File: config.mk
export PLATFORM = sky130hd
export DESIGN_NAME = cpu_ctrl_fsm
export DESIGN_NICKNAME = d
export VERILOG_FILES = /design/src/rtl/cpu_ctrl_pkg.sv /design/src/rtl/cpu_ula_ctrl.sv /design/src/rtl/cpu_ctrl_fsm.sv
export SDC_FILE = /design/constraint.sdc
export NUM_CORES = 1
export LEC_CHECK = 0
export ABC_AREA = 1
export ABC_CLOCK_PERIOD_IN_PS = 1500
export BUFFER_PORTS_ARGS = -buffer_cell sky130_fd_sc_hd__buf_4
export CAP_MARGIN = 5
export CORE_UTILIZATION = 30
export CTS_CLUSTER_SIZE = 10
export DETAILED_ROUTE_END_ITERATION = 12
export PLACE_DENSITY = 0.59
export SYNTH_ARGS = -nofsm -noshare
export SYNTH_HDL_FRONTEND = slang
export SYNTH_SLANG_ARGS = --single-unit
export TNS_END_PERCENT = 5
File: constraint.sdc
create_clock -name clock -period 1.5 [get_ports clock]
set_input_delay 0.375 -clock clock [delete_from_list [all_inputs] [get_ports clock]]
set_output_delay 0.375 -clock clock [all_outputs]
set_load 0.005 [all_outputs]
File: src/rtl/cpu_ctrl_pkg.sv
// rtl/cpu_ctrl_pkg.sv - state codes, opcodes and select encodings for the multicycle control unit
package cpu_ctrl_pkg;

    typedef enum logic [3:0] {
        ST_RESET  = 4'd0,
        ST_FETCH  = 4'd1,
        ST_DECODE = 4'd2,
        ST_EXEC_R = 4'd3,
        ST_EXEC_I = 4'd4,
        ST_WB_ULA = 4'd5,
        ST_ADDR   = 4'd6,
        ST_MEM_RD = 4'd7,
        ST_WB_MEM = 4'd8,
        ST_MEM_WR = 4'd9,
        ST_BRANCH = 4'd10,
        ST_JAL    = 4'd11,
        ST_HALT   = 4'd12
    } st_t;

    localparam logic [6:0] OP_R      = 7'b0110011;
    localparam logic [6:0] OP_IMM    = 7'b0010011;
    localparam logic [6:0] OP_LUI    = 7'b0110111;
    localparam logic [6:0] OP_LOAD   = 7'b0000011;
    localparam logic [6:0] OP_STORE  = 7'b0100011;
    localparam logic [6:0] OP_BRANCH = 7'b1100011;
    localparam logic [6:0] OP_JAL    = 7'b1101111;

    localparam logic [2:0] F3_ADDI = 3'b000;
    localparam logic [2:0] F3_DW   = 3'b011;
    localparam logic [2:0] F3_BEQ  = 3'b000;
    localparam logic [2:0] F3_BNE  = 3'b001;

    localparam logic [1:0] MUXA_PC     = 2'd0;
    localparam logic [1:0] MUXA_A      = 2'd1;
    localparam logic [1:0] MUXA_ZERO   = 2'd2;
    localparam logic [1:0] MUXA_PC_OLD = 2'd3;

    localparam logic [1:0] MUXB_B    = 2'd0;
    localparam logic [1:0] MUXB_FOUR = 2'd1;
    localparam logic [1:0] MUXB_IMM  = 2'd2;

    localparam logic [1:0] MUXR_ULA = 2'd0;
    localparam logic [1:0] MUXR_MDR = 2'd1;
    localparam logic [1:0] MUXR_PC  = 2'd2;

    localparam logic [2:0] ULA_ADD = 3'd0;
    localparam logic [2:0] ULA_SUB = 3'd1;
    localparam logic [2:0] ULA_AND = 3'd2;
    localparam logic [2:0] ULA_OR  = 3'd3;
    localparam logic [2:0] ULA_XOR = 3'd4;
    localparam logic [2:0] ULA_SLT = 3'd5;

    // Instruction class chosen at the end of DECODE; anything unsupported halts.
    function automatic st_t decode_next(input logic [6:0] op, input logic [2:0] f3);
        st_t nxt;
        nxt = ST_HALT;
        if (op == OP_R) begin
            nxt = ST_EXEC_R;
        end else if ((op == OP_IMM && f3 == F3_ADDI) || op == OP_LUI) begin
            nxt = ST_EXEC_I;
        end else if ((op == OP_LOAD || op == OP_STORE) && f3 == F3_DW) begin
            nxt = ST_ADDR;
        end else if (op == OP_BRANCH && (f3 == F3_BEQ || f3 == F3_BNE)) begin
            nxt = ST_BRANCH;
        end else if (op == OP_JAL) begin
            nxt = ST_JAL;
        end
        return nxt;
    endfunction

endpackage

File: src/rtl/cpu_ula_ctrl.sv
// rtl/cpu_ula_ctrl.sv - ULA operation select from state and instruction fields
module cpu_ula_ctrl
    import cpu_ctrl_pkg::*;
(
    input  logic [3:0] state,
    input  logic [6:0] opcode,
    input  logic [2:0] funct3,
    input  logic       funct7_5,
    output logic [2:0] ula_op,
    output logic       illegal
);

    always_comb begin
        ula_op  = ULA_ADD;
        illegal = 1'b0;
        case (state)
            ST_EXEC_R: begin
                if (opcode != OP_R) begin
                    illegal = 1'b1;
                end else begin
                    case ({funct3, funct7_5})
                        4'b000_0: ula_op = ULA_ADD;
                        4'b000_1: ula_op = ULA_SUB;
                        4'b111_0: ula_op = ULA_AND;
                        4'b110_0: ula_op = ULA_OR;
                        4'b100_0: ula_op = ULA_XOR;
                        4'b010_0: ula_op = ULA_SLT;
                        default:  illegal = 1'b1;
                    endcase
                end
            end
            ST_BRANCH: ula_op = ULA_SUB;
            default:   ula_op = ULA_ADD;
        endcase
    end

endmodule

File: src/rtl/cpu_ctrl_fsm.sv
// rtl/cpu_ctrl_fsm.sv - multicycle RV64I-subset control unit driving the datapath strobes
module cpu_ctrl_fsm
    import cpu_ctrl_pkg::*;
#(
    parameter int MEM_LAT = 1
) (
    input  logic       clock,
    input  logic       reset,
    input  logic [6:0] opcode,
    input  logic [2:0] funct3,
    input  logic       funct7_5,
    input  logic       ula_zero,
    output logic       pc_write,
    output logic       pc_sel,
    output logic       ir_write,
    output logic       mem_read,
    output logic       mem_write,
    output logic       mem_addr_sel,
    output logic       a_load,
    output logic       b_load,
    output logic       ula_out_load,
    output logic       mdr_load,
    output logic       reg_write,
    output logic [1:0] mux_a_sel,
    output logic [1:0] mux_b_sel,
    output logic [1:0] mux_reg_sel,
    output logic [2:0] ula_op,
    output logic [3:0] stt,
    output logic       err
);

    localparam logic [2:0] LAT = 3'(MEM_LAT);

    st_t        state_q, state_d;
    logic [2:0] wait_cnt_q, wait_cnt_d;
    logic       ula_illegal;
    logic       taken;

    cpu_ula_ctrl u_ula_ctrl (
        .state    (state_q),
        .opcode   (opcode),
        .funct3   (funct3),
        .funct7_5 (funct7_5),
        .ula_op   (ula_op),
        .illegal  (ula_illegal)
    );

    always_ff @(posedge clock or negedge reset) begin
        if (!reset) begin
            state_q    <= ST_RESET;
            wait_cnt_q <= 3'd0;
        end else begin
            state_q    <= state_d;
            wait_cnt_q <= wait_cnt_d;
        end
    end

    assign taken = (funct3 == F3_BEQ && ula_zero) || (funct3 == F3_BNE && !ula_zero);
    assign stt   = state_q;
    assign err   = (state_q == ST_HALT);

    always_comb begin
        state_d      = state_q;
        wait_cnt_d   = wait_cnt_q;
        pc_write     = 1'b0;
        pc_sel       = 1'b0;
        ir_write     = 1'b0;
        mem_read     = 1'b0;
        mem_write    = 1'b0;
        mem_addr_sel = 1'b0;
        a_load       = 1'b0;
        b_load       = 1'b0;
        ula_out_load = 1'b0;
        mdr_load     = 1'b0;
        reg_write    = 1'b0;
        mux_a_sel    = MUXA_PC;
        mux_b_sel    = MUXB_B;
        mux_reg_sel  = MUXR_ULA;

        case (state_q)
            ST_RESET: state_d = ST_FETCH;
            ST_FETCH: begin
                mem_read = 1'b1;
                if (wait_cnt_q != 3'd0) begin
                    wait_cnt_d = wait_cnt_q - 3'd1;
                end else begin
                    ir_write  = 1'b1;
                    pc_write  = 1'b1;
                    mux_a_sel = MUXA_PC;
                    mux_b_sel = MUXB_FOUR;
                    state_d   = ST_DECODE;
                end
            end
            ST_DECODE: begin
                a_load       = 1'b1;
                b_load       = 1'b1;
                ula_out_load = 1'b1;
                mux_a_sel    = MUXA_PC_OLD;
                mux_b_sel    = MUXB_IMM;
                state_d      = decode_next(opcode, funct3);
            end
            ST_EXEC_R: begin
                if (ula_illegal) begin
                    state_d = ST_HALT;
                end else begin
                    mux_a_sel    = MUXA_A;
                    mux_b_sel    = MUXB_B;
                    ula_out_load = 1'b1;
                    state_d      = ST_WB_ULA;
                end
            end
            ST_EXEC_I: begin
                mux_a_sel    = (opcode == OP_LUI) ? MUXA_ZERO : MUXA_A;
                mux_b_sel    = MUXB_IMM;
                ula_out_load = 1'b1;
                state_d      = ST_WB_ULA;
            end
            ST_WB_ULA: begin
                reg_write   = 1'b1;
                mux_reg_sel = MUXR_ULA;
                state_d     = ST_FETCH;
            end
            ST_ADDR: begin
                mux_a_sel    = MUXA_A;
                mux_b_sel    = MUXB_IMM;
                ula_out_load = 1'b1;
                if (opcode == OP_LOAD) begin
                    state_d    = ST_MEM_RD;
                    wait_cnt_d = LAT;
                end else begin
                    state_d = ST_MEM_WR;
                end
            end
            ST_MEM_RD: begin
                mem_read     = 1'b1;
                mem_addr_sel = 1'b1;
                if (wait_cnt_q != 3'd0) begin
                    wait_cnt_d = wait_cnt_q - 3'd1;
                end else begin
                    mdr_load = 1'b1;
                    state_d  = ST_WB_MEM;
                end
            end
            ST_WB_MEM: begin
                reg_write   = 1'b1;
                mux_reg_sel = MUXR_MDR;
                state_d     = ST_FETCH;
            end
            ST_MEM_WR: begin
                mem_write    = 1'b1;
                mem_addr_sel = 1'b1;
                state_d      = ST_FETCH;
            end
            ST_BRANCH: begin
                mux_a_sel = MUXA_A;
                mux_b_sel = MUXB_B;
                pc_sel    = 1'b1;
                pc_write  = taken;
                state_d   = ST_FETCH;
            end
            ST_JAL: begin
                reg_write   = 1'b1;
                mux_reg_sel = MUXR_PC;
                pc_write    = 1'b1;
                pc_sel      = 1'b1;
                state_d     = ST_FETCH;
            end
            ST_HALT: state_d = ST_HALT;
            default: state_d = ST_HALT;
        endcase

        // Every entry into FETCH restarts the memory wait.
        if (state_d == ST_FETCH && state_q != ST_FETCH) begin
            wait_cnt_d = LAT;
        end
    end

endmodule

==> impl_metrics.toml, run 1 <==
[outcome]
status = "complete, but fails checks"
violations = "setup timing"

[die]
start_util_pct = 31.7
fp.coreArea_um2 = 2780
die_area_um2 = 3160
die_w_um = 56.2
rows = 19
die_y_um = 56.2
ioPinCount = 39

[global_route]
grt_use_total_pct = 18.0
overflow = 0
grt_pass1_wl_um = 4670
grt_pass1_vias = 1173
antenna_found_initial = 0
grt_start_max_net_pins = 8

[cells_and_area]
layout_commonest_cell = "buf_4"
fin_nets = 256
final_cell_mix = "buf_4 (72), nand2_1 (39), inv_1 (18)"
diodes = 0
stdcell_count = 270
syn_to_final_growth_pct = 87.7
design_area_um2 = 1660
drive_above_1_share_pct = 52.7

[synth]
syn_nets = 175
ys_top_cells_by_area = "dfrtp_1 (20%), nand2_1 (19%), inv_1 (13%), nor2_1 (9.8%), nand3_1 (9.6%)"
syn_inst = 159
ys_types = 21
synth_warnings = 0
async_reset_ff_share_pct = 100
synth_edf_count = 0
yosysTopAreaCellShare_pct = 19.9
yosysTopAreaCell = "dfrtp_1"
ys_seq_area_share_pct = 19.9
synth.avg_cell_area_um2 = 5.55
netlist_area_um2 = 882
synth-main-ff-cell = "dfrtp_1"
ys_ff_latch = 7

[setup_path]
crit_fanout = 5
worst_ep_arrival_time_ps = 1380
crit_type = "reg -> out"
setup.worst_path.start_class = "register"
ff2ff_path_depth = 10
cp.required_ps = 1120
critPathCaptureType = "output port"

[timing]
worst_slack_ps = -251
finClkSkew_ps = 4.20
timing.fmax_mhz = 571
relSlewSlack_pct = 84.0
slew_viol_final = 0
fin_crit_sh_pct = 117
worst_slew_pin_slew_ps = 239
setup_viol_count_final = 21
rsz0062_at_grt = "yes"
fin_crit_ps = 1750
hold_violations = 0

[place]
numPortBuffers = 38
pre_cts_ws_ps = -185
dpl.hpwl_um = 2370
placedInstanceArea_um2 = 1480
finalWeightedCongestion = 0.809
dp.cells = 263

[cts]
clkSinkCount = 7
root_buffer = "clkbuf_4"
cts_tree = "done"
numCtsBuffers = 3
clk_latency_ps = 240
cts.path.max_buffers = 2
clk_pin_slew_ps = 50
htree_levels = 1

[drt]
firstDrtPassIters = 4
ant_nets = 0
drc = 0
routedWlPerCell_um = 10.8
viasPerCell = 4.63
vias = 1250
drtIter0Drc = 27
wirelength_um = 2920

[pwr]
power.leakage_nw = 0.963
power_density_nw_per_um2 = 268
irDropWorstVdd_mv = 0.180

[hold_path]
hp-class = "in -> async"

[job]
cap_violations = 0
[final timing paths]
kind / from / endpoint / slack [ps]
min in group clock: wait_cnt_q[1] / wait_cnt_q[1] / 540
max in group asynchronous: reset / stt[3] / 880
hold reg to reg: wait_cnt_q[1] / wait_cnt_q[1] / 540
hold / removal: reset / stt[2] / 490
setup / recovery: stt[0] / mux_a_sel[0] / -250
setup reg to reg: stt[1] / wait_cnt_q[0] / 40
[report_power, final]
| part | switching [W] | internal (W) | leakage, nW |
|---|---|---|---|
| Sequential | 0 | 0.000189 | 0.0729 |
| Combinational | 0.0000395 | 0.0000519 | 0.875 |
| Clock | 0.0000616 | 0.000101 | 0.0150 |
| Total | 0.000101 | 0.000342 | 0.963 |
[kinds of logic after synthesis]
group / count (synthesis) / share of synthesized area [%]
simple gates: 104 / 54.0
buf+inv: 33 / 14.9
compound gates: 12 / 7.38
flops: 7 / 19.9
fa+ha+maj: 2 / 2.84
xor+xnor: 1 / 0.993
[critical path: stages, from the launching register on]
cell and delay [ps]:
dfrtp_2 470, nor2_4 150, inv_2 60, nor2_4 100, buf_4 120, a22oi_2 40, nand2_1 70, buf_4 110
[sequential cells by signal, indices dropped and copies added, names as in the netlist]
signal,cells
stt,4
wait_cnt_q,3
[through the flow]
stage                     util, %  setup TNS, ps  total power (W)  hold WS (ps)
after floorplan                 -          -1.88         0.000218          79.4
after global placement       53.1          -1030         0.000278           185
after detailed placement     53.1          -1150         0.000282           189
after CTS                    55.6          -4210         0.000450           474
after global routing         59.5          -5360         0.000473           492
final                        59.5          -3650         0.000443           490
[layer usage]
metal / GRT usage [%] / wire, um / vias to the layer above
li1: - / - / 661
met1: 24.2 / 1330 / 570
met2: 32.1 / 1520 / 19
met3: 0 / 66 / 0
met4: 4.18 / 0 / 0
met5: 0 / 0 / -
[cell usage after synthesis, types with 2 or more instances]
master,number
nor3_1,7
o21ai_0,4
nand2_1,44
inv_1,31
nor2_2,3
ha_1,2
nor2_1,23
a21oi_1,5
nand3_1,17
nand2_4,3
nand4_1,3
buf_4,2
dfrtp_1,7
[timing repair]
item | in CTS | in global routing
buffers inserted | 0 | 2
hold endpoints to repair | 7 | 0
setup endpoints to repair | 24 | 25
hold buffers | 1 | 0
gates resized for setup | 18 | 32
pin swaps | 5 | 13
[final cells by class]
cell class                      count  area (um2)
Timing Repair Buffer               78         607
Clock buffer                        4        26.3
Fill cell                         279        1130
Sequential cell                     7         180
Multi-Input combinational cell    119         684
Tap cell                           31        38.8
Inverter                           31         119
No activity file was read; power rests on OpenSTA's default activity.
==> inputs of run 2 (changes only) <==
Settings changed: CTS_CLUSTER_SIZE 10 to 25, SETUP_SLACK_MARGIN set to 0.4.
==> run 2 against run 1 <==
Worst setup slack better by 1.1 ps. Design area hardly changed. Utilization hardly changed. Non-clock buffer count is 2 higher. Wire length is 1.6% higher. Critical path depth is 1 lower. Via count is 4.0% higher. The run still ends with setup timing left.
==> impl_metrics.toml, run 2 (same netlist as run 1, synthesis figures left out) <==
[outcome]
status = "complete, but fails checks"
violations = "setup timing"

[setup_path]
ff2ff_path_depth = 11
reg2reg_from = "stt[2]"
worst_ep_arrival_time_ps = 1370
crit_end = "reg_write"
crit_type = "reg -> out"
cp.required_ps = 1120
crit_fanout = 6
setup.worst_path.start_class = "register"
r2r_setup_slack_ps = -50
cp-startpoint = "stt[2]"
cp_cell_sequence = "buf_4 > inv_2 > nor2_4 > nand2_2 > nand3_2 > buf_4"
max_stage_delay_ps = 450
r2r-end = "wait_cnt_q[0]"
worst_path_max_delay_cell = "dfrtp_2"
crit_top_cell = "buf_4"
critPathCaptureType = "output port"

[cts]
root_buffer = "clkbuf_4"
htree_levels = 1
clk_latency_ps = 240
clkSinkCount = 7
clk_pin_slew_ps = 50
cts_tree = "done"
cts.path.max_buffers = 2
numCtsBuffers = 3

[timing]
setup_viol_count_final = 24
fin_setup_tns_ps = -4010
slew_viol_final = 0
relSlewSlack_pct = 82.5
finClkSkew_ps = 2.53
hold_violations = 0
fin_crit_sh_pct = 117
worst_slack_ps = -249
rsz0062_at_grt = "yes"
timing.fmax_mhz = 572
fin_crit_ps = 1750
worst_slew_pin_slew_ps = 260

[drt]
ant_nets = 0
routedWlPerCell_um = 10.9
wirelength_um = 2960
drtIter0Drc = 38
vias = 1300
viasPerCell = 4.78
firstDrtPassIters = 4
drc = 0

[pwr]
swShare_pct = 23.1
p_int_w = 0.000336
pwr-share-seq_pct = 43.2
p_sw_w = 0.000101
irDropWorstVdd_mv = 0.307
power_density_nw_per_um2 = 265
power.leakage_nw = 0.967
clock_power_share_pct = 37.2
combPwrFrac_pct = 19.5

[global_route]
grt_pass1_vias = 1179
grt_pass1_wl_um = 4810
overflow = 0
grt_use_total_pct = 19.0
antenna_found_initial = 0
grt_start_max_net_pins = 8

[place]
numPortBuffers = 38
dpl.hpwl_um = 2440
finalWeightedCongestion = 0.816
placedInstanceArea_um2 = 1490

[die]
ioPinCount = 39
die_y_um = 56.2
start_util_pct = 31.7
die_area_um2 = 3160
die_w_um = 56.2
rows = 19
fp.coreArea_um2 = 2780

[hold_path]
hp-class = "in -> async"

[cells_and_area]
layout_commonest_cell = "buf_4"
utilization_pct = 59.5
fin_nets = 258
diodes = 0
largest_reg_flops = 4
final_cell_mix = "buf_4 (78), nand2_1 (38), inv_1 (20)"
design_area_um2 = 1650
syn_to_final_growth_pct = 87.5
drive_above_1_share_pct = 53.1

[job]
cap_violations = 0
-- run 2: cell types whose count changed in the layout (fill, tap and decap cells not counted), sizes merged --
cell and delta:
buf +2
-- run 2: worst min-delay path by stage --
| stage | start | depth (start not counted) | slack (ps) | end |
|---|---|---|---|---|
| 2_1_floorplan | reset | 0 | 80 | stt[0] |
| 3_3_place_gp | reset | 1 | 190 | wait_cnt_q[0] |
| 3_5_place_dp | reset | 1 | 190 | stt[2] |
| 4_1_cts | reset | 2 | 480 | stt[1] |
| 5_1_grt | reset | 2 | 480 | stt[0] |
| 6_report | reset | 2 | 490 | stt[2] |
-- run 2: area by class of cell --
| cell class | count | area [um2] |
|---|---|---|
| fill | 259 | 1130 |
| multi-input combinational | 119 | 677 |
| timing repair buffer | 80 | 616 |
| sequential | 7 | 180 |
| inverter | 31 | 116 |
| tap | 31 | 38.8 |
| clock buffer | 4 | 26.3 |
-- run 2: power by group through the flow --
stage	combinational (W)	clock, W	sequential, W
CTS	0.0000852	0.000172	0.000189
global placement	0.0000800	0	0.000192
global route	0.0000957	0.000186	0.000189
floorplan	0.0000260	0	0.000192
finish	0.0000855	0.000163	0.000189
detailed placement	0.0000827	0	0.000192
-- run 2: repair_timing --
action | CTS | global route
hold buffers | 1 | 0
hold endpoints to repair | 7 | 0
pin swaps | 11 | 6
setup buffers | 4 | 4
gates resized for setup | 18 | 11
endpoints found under the setup margin | 32 | 32
-- run 2: worst max-delay path: cells and delay by family, from the launching register on --
family / cells / cell delay, ps
DFF: 1 / 450
buffers and inverters: 3 / 310
and+or+nand+nor: 3 / 370
-- run 2: stage by stage --
step	setup slack, ps	hold slack [ps]	instances	total power [W]
floorplan	71.4	79.4	159	0.000218
global placement	-96.7	188	259	0.000272
detailed placement	-130	189	259	0.000275
CTS	-263	481	268	0.000447
global route	-343	482	272	0.000470
finish	-249	487	272	0.000438
-- run 2: metal layers --
metal,GRT usage [%],share of wire [%],vias up,routed length (um)
li1,-,-,664,-
met1,23.1,43,594,1270
met2,33.8,52,38,1540
met3,3.49,3.9,4,117
met4,5.57,1.1,0,34
met5,0,0,-,0
==> inputs of run 3 (changes only) <==
Settings changed: CTS_BUF_LIST set to sky130_fd_sc_hd__clkbuf_16, RECOVER_POWER set to 25.
==> run 3 against run 2 <==
The run still ends with setup timing left. Die area is the same. Combinational power shrank 2%. Count of clock-buffer cells in the layout shrank 1. Wire length shrank 0.74%. Global-route usage grew 0.17 points. Worst setup slack gained 24 ps. Power grew 63%. Via count shrank 2.3%.
==> impl_metrics.toml, run 3 (same netlist as run 1, synthesis figures left out) <==
[outcome]
status = "complete, but fails checks"
violations = "setup timing"

[timing]
slew_viol_final = 0
fin_crit_ps = 1730
worst_slew_pin_slew_ps = 353
rsz0062_at_grt = "yes"
setup_viol_count_final = 23
hold_violations = 0
finClkSkew_ps = 3.43
relSlewSlack_pct = 76.5
timing.fmax_mhz = 579
worst_slack_ps = -226
fin_crit_sh_pct = 115

[cells_and_area]
diodes = 0
layout_commonest_cell = "buf_4"
fin_nets = 258
fillers = 255
final_cell_mix = "buf_4 (73), nand2_1 (42), inv_1 (23)"
design_area_um2 = 1720
syn_to_final_growth_pct = 94.5
largest_reg_flops = 4
drive_above_1_share_pct = 50.6

[place]
finalWeightedCongestion = 0.816
dpl.hpwl_um = 2440
placedInstanceArea_um2 = 1490
numPortBuffers = 38

[cts]
clk_latency_ps = 230
root_buffer = "clkbuf_16"
htree_levels = 1
clkSinkCount = 7
cts_tree = "done"
cts.path.max_buffers = 2
clk_pin_slew_ps = 40
numCtsBuffers = 3

[hold_path]
hp-class = "reg -> reg"
hold_depth = 2

[pwr]
clock_power_share_pct = 61.6
p_int_w = 0.000581
power_density_nw_per_um2 = 416
swShare_pct = 18.5
pwr-share-seq_pct = 26.6
irDropWorstVdd_mv = 0.551
p_sw_w = 0.000132
power.leakage_nw = 1.01
power_w = 0.000713
combPwrFrac_pct = 11.8

[global_route]
grt_pass1_vias = 1216
antenna_found_initial = 0
overflow = 0
grt_use_total_pct = 19.2
grt_start_max_net_pins = 8
grt_pass1_wl_um = 4970

[setup_path]
crit_type = "reg -> out"
max_stage_delay_ps = 460
worst_path_max_delay_cell = "dfrtp_2"
cp_cell_sequence = "nor2_4 > buf_12 > nand4_1 > nand3_1 > buf_4"
crit_family = "flip-flops"
crit_fanout = 6
cp.required_ps = 1120
critPathBufInv = 2
setup.worst_path.start_class = "register"
crit_cells = 5
worst_ep_arrival_time_ps = 1350
critPathCaptureType = "output port"
ff2ff_path_depth = 12

[drt]
viasPerCell = 4.67
firstDrtPassIters = 4
ant_nets = 0
wirelength_um = 2940
drc = 0
vias = 1270
drtIter0Drc = 41
routedWlPerCell_um = 10.8

[die]
die_w_um = 56.2
rows = 19
die_area_um2 = 3160
fp.coreArea_um2 = 2780
ioPinCount = 39
start_util_pct = 31.7
die_y_um = 56.2

[job]
cap_violations = 0
-- run 3: cell types whose count changed in the layout (fill, tap and decap cells not counted), moves of 3 or more --
cell       delta
nand2_2       -6
nand2_1       +4
buf_4         -5
buf_6         +4
clkbuf_4      -3
inv_1         +3
clkbuf_16     +3
-- run 3: path summary, 6_finish.rpt --
kind	startpoint	end	slack [ps]
max	stt[2]	ula_out_load	-230
min reg2reg	wait_cnt_q[1]	wait_cnt_q[1]	550
max reg2reg	wait_cnt_q[1]	wait_cnt_q[2]	-20
min	wait_cnt_q[1]	wait_cnt_q[1]	550
max in group asynchronous	reset	stt[3]	660
min in group asynchronous	reset	stt[1]	560
-- run 3: metal layers --
metal / vias up / GRT usage (%) / routed length [um]
li1: 663 / - / -
met4: 0 / 3.48 / 0
met5: - / 0 / 0
met3: 0 / 2.09 / 82
met1: 577 / 24.7 / 1330
met2: 30 / 34.7 / 1530
-- run 3: per-stage QoR --
stage               TNS [ps]  hold slack [ps]  setup WS (ps)  cells  util [%]
finish                 -3580              546           -226    272      61.7
global route           -5330              589           -304    272      61.7
CTS                    -3480              511           -231    270      59.7
detailed placement      -956              189           -130    259      53.4
global placement        -629              188          -96.7    259      53.4
floorplan                  0             79.4           71.4    159         -
-- run 3: worst reg2reg max path: stages (launching register included) --
cell,delay (ps)
dfrtp_1,370
inv_2,80
ha_4,130
inv_2,40
nor2_4,80
inv_2,60
buf_4,120
buf_4,120
buf_4,130
nand2_4,70
nand2_1,50
nand3_1,80
a21oi_1,70
-- run 3: timing repair --
item,4_1_cts,5_1_grt
endpoints found under the hold margin,7,0
endpoints found under the setup margin,32,32
setup buffers,6,2
resized for setup,14,15
hold buffers,1,0
pin swaps,13,5
-- run 3: power by group through the flow --
| stage | Clock (W) | Combinational, W | Sequential, W |
|---|---|---|---|
| after CTS | 0.000444 | 0.0000853 | 0.000190 |
| after global placement | 0 | 0.0000800 | 0.000192 |
| final | 0.000439 | 0.0000840 | 0.000190 |
| after global routing | 0.000457 | 0.0000942 | 0.000190 |
| after floorplan | 0 | 0.0000260 | 0.000192 |
| after detailed placement | 0 | 0.0000827 | 0.000192 |
-- run 3: cell type report --
class	instances	area [um2]	share of cell area, %
inverters	31	116	6.78
multi-input cells	119	674	39.3
clock buffers	3	75.1	4.38
flip-flops and latches	7	180	10.5
well taps	31	38.8	2.26
clock inverters	1	3.75	0.219
repair buffers	80	627	36.5
